<file path="src/rtl/interrupt_request_resolver_8259a.sv">
// ============================================================================
// Module   : interrupt_request_resolver_8259a
// Purpose  : IR pin synchronisers, IRR capture, mask/rotate/nesting resolver
//            driving a registered one-hot interrupt vector.
// Revision : 1.0  initial release
// ============================================================================
`default_nettype none

module interrupt_request_resolver_8259a #(
    parameter int SYNC_STAGES = 2
) (
    input  logic       clock,
    input  logic       reset_n,
    input  logic [7:0] interrupt_request_pin,
    input  logic       level_or_edge_toggle_mode,
    input  logic       freeze,
    input  logic [7:0] clear_interrupt_request,
    input  logic [7:0] interrupt_mask,
    input  logic       special_mask_mode,
    input  logic [2:0] priority_rotate,
    input  logic [7:0] in_service_register,
    output logic [7:0] interrupt_request_register,
    output logic [7:0] interrupt,
    output logic       interrupt_pending
);

    logic [7:0] r_sync [SYNC_STAGES];
    logic [7:0] r_prev;
    logic [7:0] r_irr;
    logic [7:0] w_sync;

    logic [2:0] w_rot_amt;
    logic [7:0] w_req;
    logic [7:0] w_isr;
    logic [7:0] w_req_rot;
    logic [7:0] w_isr_rot;
    logic [2:0] w_win;
    logic [2:0] w_blk;
    logic       w_grant_ok;
    logic [7:0] w_grant_rot;
    logic [7:0] w_grant;

    function automatic logic [7:0] rotate_right(input logic [7:0] v, input logic [2:0] amt);
        logic [15:0] t;
        t = {v, v} >> amt;
        return t[7:0];
    endfunction

    function automatic logic [7:0] rotate_left(input logic [7:0] v, input logic [2:0] amt);
        logic [15:0] t;
        t = {v, v} << amt;
        return t[15:8];
    endfunction

    function automatic logic [2:0] lowest_set(input logic [7:0] v);
        logic [2:0] idx;
        idx = 3'd0;
        for (int i = 7; i >= 0; i--) begin
            if (v[i]) idx = 3'(i);
        end
        return idx;
    endfunction

    always_ff @(posedge clock or negedge reset_n) begin
        if (!reset_n) begin
            for (int s = 0; s < SYNC_STAGES; s++) r_sync[s] <= 8'h00;
            r_prev <= 8'h00;
        end else begin
            r_sync[0] <= interrupt_request_pin;
            for (int s = 1; s < SYNC_STAGES; s++) r_sync[s] <= r_sync[s-1];
            r_prev <= r_sync[SYNC_STAGES-1];
        end
    end

    assign w_sync = r_sync[SYNC_STAGES-1];

    // Clear outranks freeze, which outranks capture; edge captures are sticky.
    generate
        for (genvar i = 0; i < 8; i++) begin : g_irr
            always_ff @(posedge clock or negedge reset_n) begin
                if (!reset_n) begin
                    r_irr[i] <= 1'b0;
                end else if (clear_interrupt_request[i]) begin
                    r_irr[i] <= 1'b0;
                end else if (freeze) begin
                    r_irr[i] <= r_irr[i];
                end else if (level_or_edge_toggle_mode) begin
                    r_irr[i] <= w_sync[i];
                end else if (w_sync[i] && !r_prev[i]) begin
                    r_irr[i] <= 1'b1;
                end
            end
        end
    endgenerate

    // After rotating right by rotate+1, bit 0 is the highest-priority level.
    always_comb begin
        w_rot_amt   = priority_rotate + 3'd1;
        w_req       = r_irr & ~interrupt_mask;
        w_isr       = special_mask_mode ? (in_service_register & ~interrupt_mask)
                                        : in_service_register;
        w_req_rot   = rotate_right(w_req, w_rot_amt);
        w_isr_rot   = rotate_right(w_isr, w_rot_amt);
        w_win       = lowest_set(w_req_rot);
        w_blk       = lowest_set(w_isr_rot);
        w_grant_ok  = (w_req_rot != 8'h00) && ((w_isr_rot == 8'h00) || (w_win < w_blk));
        w_grant_rot = w_grant_ok ? (8'h01 << w_win) : 8'h00;
        w_grant     = rotate_left(w_grant_rot, w_rot_amt);
    end

    always_ff @(posedge clock or negedge reset_n) begin
        if (!reset_n) begin
            interrupt         <= 8'h00;
            interrupt_pending <= 1'b0;
        end else begin
            interrupt         <= w_grant;
            interrupt_pending <= |w_grant;
        end
    end

    assign interrupt_request_register = r_irr;

endmodule

`default_nettype wire

</file>
<file path="config.mk">
export PLATFORM = sky130hd
export DESIGN_NAME = interrupt_request_resolver_8259a
export DESIGN_NICKNAME = d
export VERILOG_FILES = /design/src/rtl/interrupt_request_resolver_8259a.sv
export SDC_FILE = /design/constraint.sdc
export NUM_CORES = 1
export LEC_CHECK = 0
export CORE_ASPECT_RATIO = 0.75
export CORE_MARGIN = 2
export CORE_UTILIZATION = 52
export CTS_CLUSTER_DIAMETER = 150
export DETAILED_ROUTE_END_ITERATION = 16
export PLACE_DENSITY = 0.91
export SETUP_SLACK_MARGIN = 0.2
export SLEW_MARGIN = 20
export SYNTH_ARGS = -nofsm -noshare
export SYNTH_HDL_FRONTEND = slang
export SYNTH_SLANG_ARGS = --single-unit
</file>
<file path="constraint.sdc">
create_clock -name clock -period 3.32 [get_ports clock]
set_input_delay 0.332 -clock clock [delete_from_list [all_inputs] [get_ports clock]]
set_output_delay 0.332 -clock clock [all_outputs]
set_load 0.05 [all_outputs]
</file>
Yosys cells after proc, flatten, opt, wreduce, memory -nomap -nowiden:

Cells that the tools add are included.

* $add $sub $neg: 1
* multipliers: 0
* div/mod/pow operators: 0
* order comparisons: 1
* eq/ne operators: 8
* shift-type cells: 4
* muxes and demuxes: 50
* bitwise operators: 3
* reductions and logical operators: 37

Operator list (count)
* 2-to-1 mux 3 bit: 16
* 2-to-1 mux 1 bit: 32
* right shift 16 x 3 -> 8 bit: 2
* nonzero test 3 bit: 8
* AND 8 bit: 2
* 2-to-1 mux 8 bit: 2
* inequality test 2 x 1 -> 1 bit, second input constant: 8
* AND reduction 2 bit: 8
* left shift 16 x 3 -> 16 bit: 1
* logical AND 1 bit: 9
* zero test 1 bit: 8
* zero test 8 bit: 1
* inverter 8 bit: 1
* nonzero test 8 bit: 1
* OR reduction 8 bit: 1
* left shift 1 x 3 -> 8 bit, first input constant: 1
* adder 3 x 1 -> 3 bit, second input constant: 1
* < comparator 3 bit: 1
* logical OR 1 bit: 1

* register bits after elaboration: 41
* latch bits: 0
* bits in writable memories: 0
* memory bits (read-only): 0
* input bits: 40
* output and inout bits: 17
* logic and storage cells: 117
* memories kept: 0

Longest topological paths before layout:

Gate-level depths: netlist (run 1).

* depth in word-level cells: 18
* gate-level depth with buffers: 14
* depth with buffers taken out: 11

Worst setup path before layout (run 1):

OpenSTA, ideal clock, no wires.

* path type: input to register
* start: input priority_rotate[0]
* end: register interrupt[0]
* setup time: 0.087 ns
* arrival: 3.182 ns
* required time: 3.233 ns
* path slack: 0.051 ns
* cell stages on the path: 13
* path buffers: 2
* path through: ha_1 > xnor2_1 > buf_6 > mux4_2 > mux2i_4 > nand4_2 > a31o_1 > inv_1 > ha_1 > and2_0 > a32o_1 > buf_2 > a211oi_2

* cells in the longest elaborated chain, start to end: 15
* elaborated cells between the ends (all ways): 27
* those cells by class: 1 x add/sub; 1 x order compare; 4 x shift; 17 x mux; 4 x reduce/logical

RTL lines
* from (decl): line 20 `input logic [2:0] priority_rotate,`
* adder 3 x 1 -> 3 bit *: line 98 `w_rot_amt = priority_rotate + 3'd1;`
* right shift 16 x 3 -> 8 bit: line 45 `t = {v, v} >> amt;`
* 2-to-1 mux 3 bit (8 in series): line 59 `if (v[i]) idx = 3'(i);`
* < comparator 3 bit: line 106 `w_grant_ok = (w_req_rot != 8'h00) && ((w_isr_rot == 8'h00) || (w_win < w_blk));`
* logical OR 1 bit: line 106
* logical AND 1 bit: line 106
* 2-to-1 mux 8 bit: line 107 `w_grant_rot = w_grant_ok ? (8'h01 << w_win) : 8'h00;`
* left shift 16 x 3 -> 16 bit *: line 51 `t = {v, v} << amt;`
* named net w_grant[0]: line 41 `logic [7:0] w_grant;`
* to (signal assigned): line 116 `interrupt <= w_grant;`
* to (decl): line 23 `output logic [7:0] interrupt,`

The timed path passes the listed nets; every way through them passes the cells marked *.
A chain may end at the register's enable or synchronous reset.

Final worst setup path (run 1):

* start: input interrupt_mask[4]
* end: register interrupt[4]

* cells in the longest elaborated chain, start to end: 17
* elaborated cells between the ends (all ways): 30
* those cells by class: 1 x order compare; 4 x shift; 18 x mux; 3 x bitwise; 4 x reduce/logical

RTL lines
* from (decl): line 18 `input logic [7:0] interrupt_mask,`
* inverter 8 bit *: line 99, 100
* AND 8 bit: line 100 `w_isr = special_mask_mode ? (in_service_register & ~interrupt_mask)`
* 2-to-1 mux 8 bit: line 100
* right shift 16 x 3 -> 8 bit: line 45
* 2-to-1 mux 3 bit (8 in series): line 59
* < comparator 3 bit: line 106
* logical OR 1 bit: line 106
* logical AND 1 bit: line 106
* 2-to-1 mux 8 bit *: line 107
* left shift 16 x 3 -> 16 bit *: line 51
* named net w_grant[4]: line 41

Marks and branches as above.

==> impl_results.md, run 1 <==
* Most frequent cells after synthesis: 41 x dfrtp_1, 35 x nand2_1, 25 x nor2_1, 16 x a21oi_1, 15 x mux2i_1
* Slowest stage delay, CP at 0.52 ns
* Total GRT Usage at 0.313
* Pin count of the biggest net entering global routing at 42
* Clock sink count at 41
* Cell area after synthesis at 2800 sq um
* # DRC at 0
* Design area at 3990 sq um
* Post-synth ARST share at 1.00
* Startpoint types: input pin
* RSZ-0062 raised after global routing: no
* Clock Latency Late Sink at around 0.3 ns
* Clock root buffer: clkbuf_8
* Setup violations, final at 0
* Worst-path clk slew at 0.09 ns
* Detail Placement HPWL at 6590 um
* Syn nets at 335
* Via count at 2881
* Port bufs at 56
* Main synth FF type: dfrtp_1
* Critical path type: in2reg
* CP endpoint kind: flip-flop
* Relative slew slack at 0.405
* Highest Clock Rate at 329 MHz
* Post-route ant nets at 0
* Core box area at 5270 sq um
* Pins over their slew limit at 0
* Share of cells above drive strength 1 at 0.282
* Die width at 88.7 um
* GPL Wtd Cong at 0.951
* IO Pins at between 50 and 60
* Final hold viol count at 0
* Die Height at 67.5 um
* Top cell type's share of synthesized area at 0.367
* Cells after Synth at 293
* Leakage Power at 1.66 nW
* Synth cell types at 55
* Number of synthesized flops with an enable pin at 0
* Top cells by area, synth: dfrtp_1 37%, mux4_2 8.9%, mux2i_1 5.4%, nand2_1 4.7%, nor2_1 3.4%
* Deepest clock path buffer count at 2
* Max-Cap Viols at 0
* Num CTS Buffers at 5
* Hold buffer count at CTS at 0
* H-tree Lvls at 2
* Die area at 5990 sq um
* Wirelength per Cell at 19.3 um
* Pre-Repair DR Iteration Count at 5
* Arr. time, crit path at between 3 and 4 ns
* Initial antenna violation count at 0
* Total gr overflow at 0
* Seq/Total Area, Yosys at 0.367
* Worst-margin pin slew at 0.892 ns
* Most frequent cell after synthesis: dfrtp_1
* Cells along the critical path: clkdlybuf4s50_1 > a21boi_2 > mux2i_2 > nand2_1 > mux4_2 > nor3_1 > a21bo_2 > ha_1 > and2_0 > a32o_2 > a211oi_2
* Starting Density at 0.531
* Yosys reg bits at 41
* Clock skew at 0.00964 ns
* Vias in the first global route at 2739
* Synth warnings at 0
* Area leader, netlist: dfrtp_1
* Avg Inst Size Synth at 9.54 sq um
* Global-route wire length before repair at 14000 um
* CP max-delay cell: clkdlybuf4s50_1
* Area Growth Syn to Fin at 42.7%
* Power density over the cells at 417 nW/um^2
* Placed cell area at around 3800 sq um
* Total power draw at approximately 1.7 mW
* Final WL at just under 9000 um
* Buf/Inv on CP at 1
* Crit-path max FO at 5
* NumNets Final at 431
* WP data required at about 3.5 ns
* Hold WC Path Type: in2async
* DR vias/cell at 6.20
* CP delay by family, top: compound AO/OA/AOI/OAI gates
* Diodes inserted at 0
* Status: finished, final reports clean
* Final worst-path cycle share at 0.915
* VDD IR max at around 400 uV
* Initial drt markers at around 370
* CTS tree: built
* Num rows at 23
* Minimum clock period at 3.04 ns
final timing paths:
kind                                                           start                     end  slack (ns)  depth (start not counted)
max                                                interrupt_mask[4]  interrupt[4]$_DFF_PN0_        0.28                         11
min                                                          reset_n     r_sync[9]$_DFF_PN0_        0.16                          1
max reg2reg                interrupt_request_register[6]$_DFFE_PN0P_  interrupt[6]$_DFF_PN0_        0.42                         11
min reg2reg                                     r_sync[12]$_DFF_PN0_     w_sync[4]$_DFF_PN0_        0.35                          0
max in group asynchronous                                    reset_n    r_sync[10]$_DFF_PN0_        2.60                          1
min in group clock                              r_sync[12]$_DFF_PN0_     w_sync[4]$_DFF_PN0_        0.35                          0
report_power, final:
group          internal, mW  leakage, nW  switching [mW]
clock                 0.147       0.0364           0.182
sequential            0.540        0.509          0.0209
combinational         0.334         1.12           0.441
total                  1.02         1.66           0.643
metal layers:
layer | up-vias | GRT usage | share of wire
met4 | 0 | 0.0720 | 0.019
met1 | 1369 | 0.444 | 0.41
li1 | 1269 | - | -
met2 | 210 | 0.500 | 0.46
met3 | 33 | 0.0636 | 0.10
met5 | - | 0 | 0
state kept, by name, indices dropped and copies added (netlist names):
| name | flops |
|---|---|
| r_prev | 8 |
| interrupt | 8 |
| r_sync | 8 |
| interrupt_request_register | 8 |
| w_sync | 8 |
| interrupt_pending | 1 |
repair_timing:
item,in CTS,in global routing
setup endpoints to repair,9,9
hold endpoints to repair,0,0
buffers inserted,0,1
resized for setup,28,15
gates cloned,1,0
pin swaps,2,1
metrics by stage:
step	worst slack (ns)	setup TNS [ns]	cells	hold slack, ns	utilization
floorplan	0.221	0	293	0.0364	-
global placement	-0.224	-1.69	455	0.332	0.714
detailed placement	-0.295	-2.41	455	0.336	0.714
CTS	0.282	0	464	0.177	0.748
global route	0.184	0	465	0.231	0.758
finish	0.283	0	465	0.156	0.758
layout by cell type (no fill, tap or decap), types with 9 or more instances in the layout:
| cell type | count |
|---|---|
| mux4_2 | 11 |
| a21boi_2 | 9 |
| buf_4 | 46 |
| inv_1 | 10 |
| clkdlybuf4s50_1 | 51 |
| nor2_1 | 23 |
| mux2i_1 | 10 |
| a21oi_1 | 15 |
| o211ai_1 | 10 |
| dfrtp_1 | 41 |
| nand2_1 | 35 |
layout make-up:
class	count	area, sq um
Clock buffer	5	68.8
Clock inverter	3	22.5
Fill cell	372	1270
Inverter	12	50.0
Multi-Input combinational cell	224	1790
Sequential cell	41	1030
Tap cell	75	93.8
Timing Repair Buffer	105	943
kinds of logic (layout without fill, tap and decap cells):
| family | count (synthesis) | after routing | share of synthesized area |
|---|---|---|---|
| XOR/XNOR | 3 | 3 | 0.0121 |
| adder cells (fa/ha/maj) | 2 | 2 | 0.00895 |
| AND/OR/NAND/NOR | 100 | 100 | 0.168 |
| multiplexers | 35 | 35 | 0.187 |
| buffers and inverters | 29 | 125 | 0.0483 |
| flip-flops | 41 | 41 | 0.367 |
| AO/OA/AOI/OAI | 83 | 84 | 0.209 |
(Power assumes the default switching activity.)
==> inputs of run 2 (changes only) <==
--- a/config.mk
+++ b/config.mk
@@ -5,12 +5,14 @@
 export SDC_FILE = /design/constraint.sdc
 export NUM_CORES = 1
 export LEC_CHECK = 0
+export ABC_AREA = 1
+export ABC_CLOCK_PERIOD_IN_PS = 3320
 export CORE_ASPECT_RATIO = 0.75
 export CORE_MARGIN = 2
-export CORE_UTILIZATION = 52
+export CORE_UTILIZATION = 51
 export CTS_CLUSTER_DIAMETER = 150
 export DETAILED_ROUTE_END_ITERATION = 16
-export PLACE_DENSITY = 0.91
+export PLACE_DENSITY = 0.9
 export SETUP_SLACK_MARGIN = 0.2
 export SLEW_MARGIN = 20
 export SYNTH_ARGS = -nofsm -noshare
==> impl_results.md, run 2 <==
* Seq/Total Area, Yosys at 0.395 (was 0.367)
* Initial drt markers at 251 (was 374)
* Top cell type's share of synthesized area at 0.395 (was 0.367)
* Post-synth ARST share at 1.00 (unchanged)
* Final worst-path cycle share at 0.886 (was 0.915)
* Synth cell types at 27 (was 55)
* Core box area at 4900 sq um (was 5270 sq um)
* Diodes inserted at 0 (unchanged)
* Setup TNS at 0 ns (unchanged)
* GPL Wtd Cong at 0.865 (was 0.951)
* Most common cell after layout, fill and taps aside: nand3_1 (was clkdlybuf4s50_1)
* Yosys reg bits at 41 (unchanged)
* Pre-Repair DR Iteration Count at 7 (was 5)
* Final non-filler cell total at 491 (was 465)
* DR vias/cell at 5.64 (was 6.20)
* Pre-CTS setup slack at -0.0662 ns (was -0.295 ns)
* Arr. time, crit path at 3.14 ns (was 3.25 ns)
* Initial antenna violation count at 0 (unchanged)
* Die area at 5680 sq um (was 5990 sq um)
* Worst-margin pin slew at 0.906 ns (was 0.892 ns)
* Pin count of the biggest net entering global routing at 42 (unchanged)
* Die Height at 65.8 um (was 67.5 um)
* Main synth FF type: dfrtp_1 (unchanged)
* Global-route wire length before repair at 12100 um (was 14000 um)
* Fill count at 374 (was 372)
* Cells after Synth at 361 (was 293)
* Worst-path clk slew at 0.09 ns (about the same)
* CTS tree: built (unchanged)
* Critical path type: in2reg (unchanged)
* Cell area after synthesis at 2590 sq um (was 2800 sq um)
* Worst setup margin at 0.377 ns (was 0.283 ns)
* Power density over the cells at 521 nW/um^2 (was 417 nW/um^2)
* VDD IR max at 487 uV (was 399 uV)
* Crit-path max FO at 26 (was 5)
* Total gr overflow at 0 (unchanged)
* RSZ-0062 raised after global routing: no (unchanged)
* Wirelength per Cell at 15.1 um (was 19.3 um)
* Synth warnings at 0 (unchanged)
* Max-Cap Viols at 0 (unchanged)
* Port bufs at 56 (unchanged)
* Hold buffer count at CTS at 0 (unchanged)
* Hold_ws at 0.155 ns (was 0.156 ns)
* Clock Latency Late Sink at 0.30 ns (about the same)
* WP data required at 3.51 ns (was 3.54 ns)
* Vias in the first global route at 2581 (was 2739)
* Detail Placement HPWL at 5550 um (was 6590 um)
* Die width at 86.4 um (was 88.7 um)
* Starting Density at 0.530 (was 0.531)
* Final WL at 7420 um (was 8950 um)
* Most frequent cells in the layout: 119 x nand3_1, 85 x nand2_1, 52 x clkdlybuf4s50_1 (was 51 x clkdlybuf4s50_1, 46 x buf_4, 41 x dfrtp_1)
* # DRC at 0 (unchanged)
* Clock skew at 0.00700 ns (was 0.00964 ns)
* Setup violations, final at 0 (unchanged)
* Deepest clock path buffer count at 2 (unchanged)
* Hold WC Path Type: in2async (unchanged)
* Relative slew slack at 0.396 (was 0.405)
* Num rows at 22 (was 23)
* Pins over their slew limit at 0 (unchanged)
* Area leader, netlist: dfrtp_1 (unchanged)
* Final hold viol count at 0 (unchanged)
* NumNets Final at 472 (was 431)
* Area Growth Syn to Fin at 37.2% (was 42.7%)
* IO Pins at 57 (unchanged)
* Via count at 2770 (was 2881)
* Total placed cells including tap cells at 480 (was 455)
* Startpoint types: input pin (unchanged)
* CP endpoint kind: flip-flop (unchanged)
* Clock root buffer: clkbuf_8 (unchanged)
* Status: finished, final reports clean (unchanged)
* Syn nets at 403 (was 335)
* Top cells by area, synth: dfrtp_1 40%, nand3_1 24%, nand2_1 12%, inv_1 4.6%, o211ai_1 2.3% (was dfrtp_1 37%, mux4_2 8.9%, mux2i_1 5.4%, nand2_1 4.7%, nor2_1 3.4%)
* Leakage Power at 1.73 nW (was 1.66 nW)
* Highest Clock Rate at 340 MHz (was 329 MHz)
* Total GRT Usage at 0.272 (was 0.313)
* Most frequent cell after synthesis: nand3_1 (was dfrtp_1)
* Avg Inst Size Synth at 7.19 sq um (was 9.54 sq um)
* Clock sink count at 41 (unchanged)
* Number of synthesized flops with an enable pin at 0 (unchanged)
* Share of cells above drive strength 1 at 0.128 (was 0.282)
* Most frequent cells after synthesis: 124 x nand3_1, 85 x nand2_1, 41 x dfrtp_1, 32 x inv_1, 11 x nor2_1 (was 41 x dfrtp_1, 35 x nand2_1, 25 x nor2_1, 16 x a21oi_1, 15 x mux2i_1)
* Num CTS Buffers at 5 (unchanged)
* Post-route ant nets at 0 (unchanged)
* Minimum clock period at 2.94 ns (was 3.04 ns)
* H-tree Lvls at 2 (unchanged)
run 2: power breakdown:
part	total (mW)	leakage, nW	switching [mW]	internal, mW
logic	0.796	1.16	0.492	0.304
clock network	0.493	0.0687	0.190	0.303
registers	0.565	0.502	0.0209	0.544
run 2: critical path: stages:
cell	delay [ns]
clkdlybuf4s50_1	0.56
xnor2_4	0.16
buf_12	0.19
nor2_1	0.06
o21bai_2	0.22
nor4_4	0.31
nand2_1	0.14
ha_4	0.29
inv_1	0.04
o21bai_1	0.17
inv_2	0.06
nand2_4	0.09
nand2_8	0.10
nand4_1	0.14
nand3_1	0.12
nand3_1	0.09
nand2_1	0.06
run 2: routing by layer:
metal	vias up	global-route usage	share of wire	routed length, um
li1	1350	-	-	-
met2	154	0.428	0.45	3380
met4	0	0.0664	0.015	113
met1	1247	0.387	0.45	3310
met3	19	0.0537	0.083	617
met5	-	0	0	0
run 2: cells by family after synthesis:
group / count (synthesis) / synth area share
simple gates: 234 / 0.414
buf+inv: 56 / 0.102
flops: 41 / 0.395
compound gates: 27 / 0.0685
fa+ha+maj: 2 / 0.00964
xor+xnor: 1 / 0.0106
run 2: what timing repair did:
action | in CTS | in global routing
cloned | 0 | 1
setup buffers | 0 | 2
setup endpoints to repair | 1 | 8
gates resized for setup | 1 | 21
pin swaps | 0 | 6
run 2: cell type report:
class                   count  area [sq um]  share of cell area
multi-input cells         264          1390               0.389
flip-flops and latches     41          1030               0.288
repair buffers             79           781               0.219
inverters                  39           156              0.0439
well taps                  60          75.1              0.0211
clock buffers               5          68.8              0.0193
clock inverters             3          68.8              0.0193
run 2: through the flow:
step	cell area (sq um)	power, mW	utilization
6_report	3560	1.85	0.727
5_1_grt	3560	1.96	0.727
4_1_cts	3410	1.79	0.697
3_5_place_dp	3270	1.29	0.668
3_3_place_gp	3270	1.28	0.668
2_1_floorplan	2590	1.07	-
run 2: final timing paths:
check / start / end / slack (ns) / cells after the start
hold reg to reg: r_sync[9]$_DFF_PN0_ / w_sync[1]$_DFF_PN0_ / 0.35 / 0
setup reg to reg: interrupt_request_register[6]$_DFFE_PN0P_ / interrupt[5]$_DFF_PN0_ / 0.75 / 19
min in group clock: r_sync[9]$_DFF_PN0_ / w_sync[1]$_DFF_PN0_ / 0.35 / 0
max in group asynchronous: reset_n / w_sync[5]$_DFF_PN0_ / 2.60 / 1
setup / recovery: priority_rotate[2] / interrupt[5]$_DFF_PN0_ / 0.38 / 17
hold / removal: reset_n / interrupt_pending$_DFF_PN0_ / 0.16 / 1
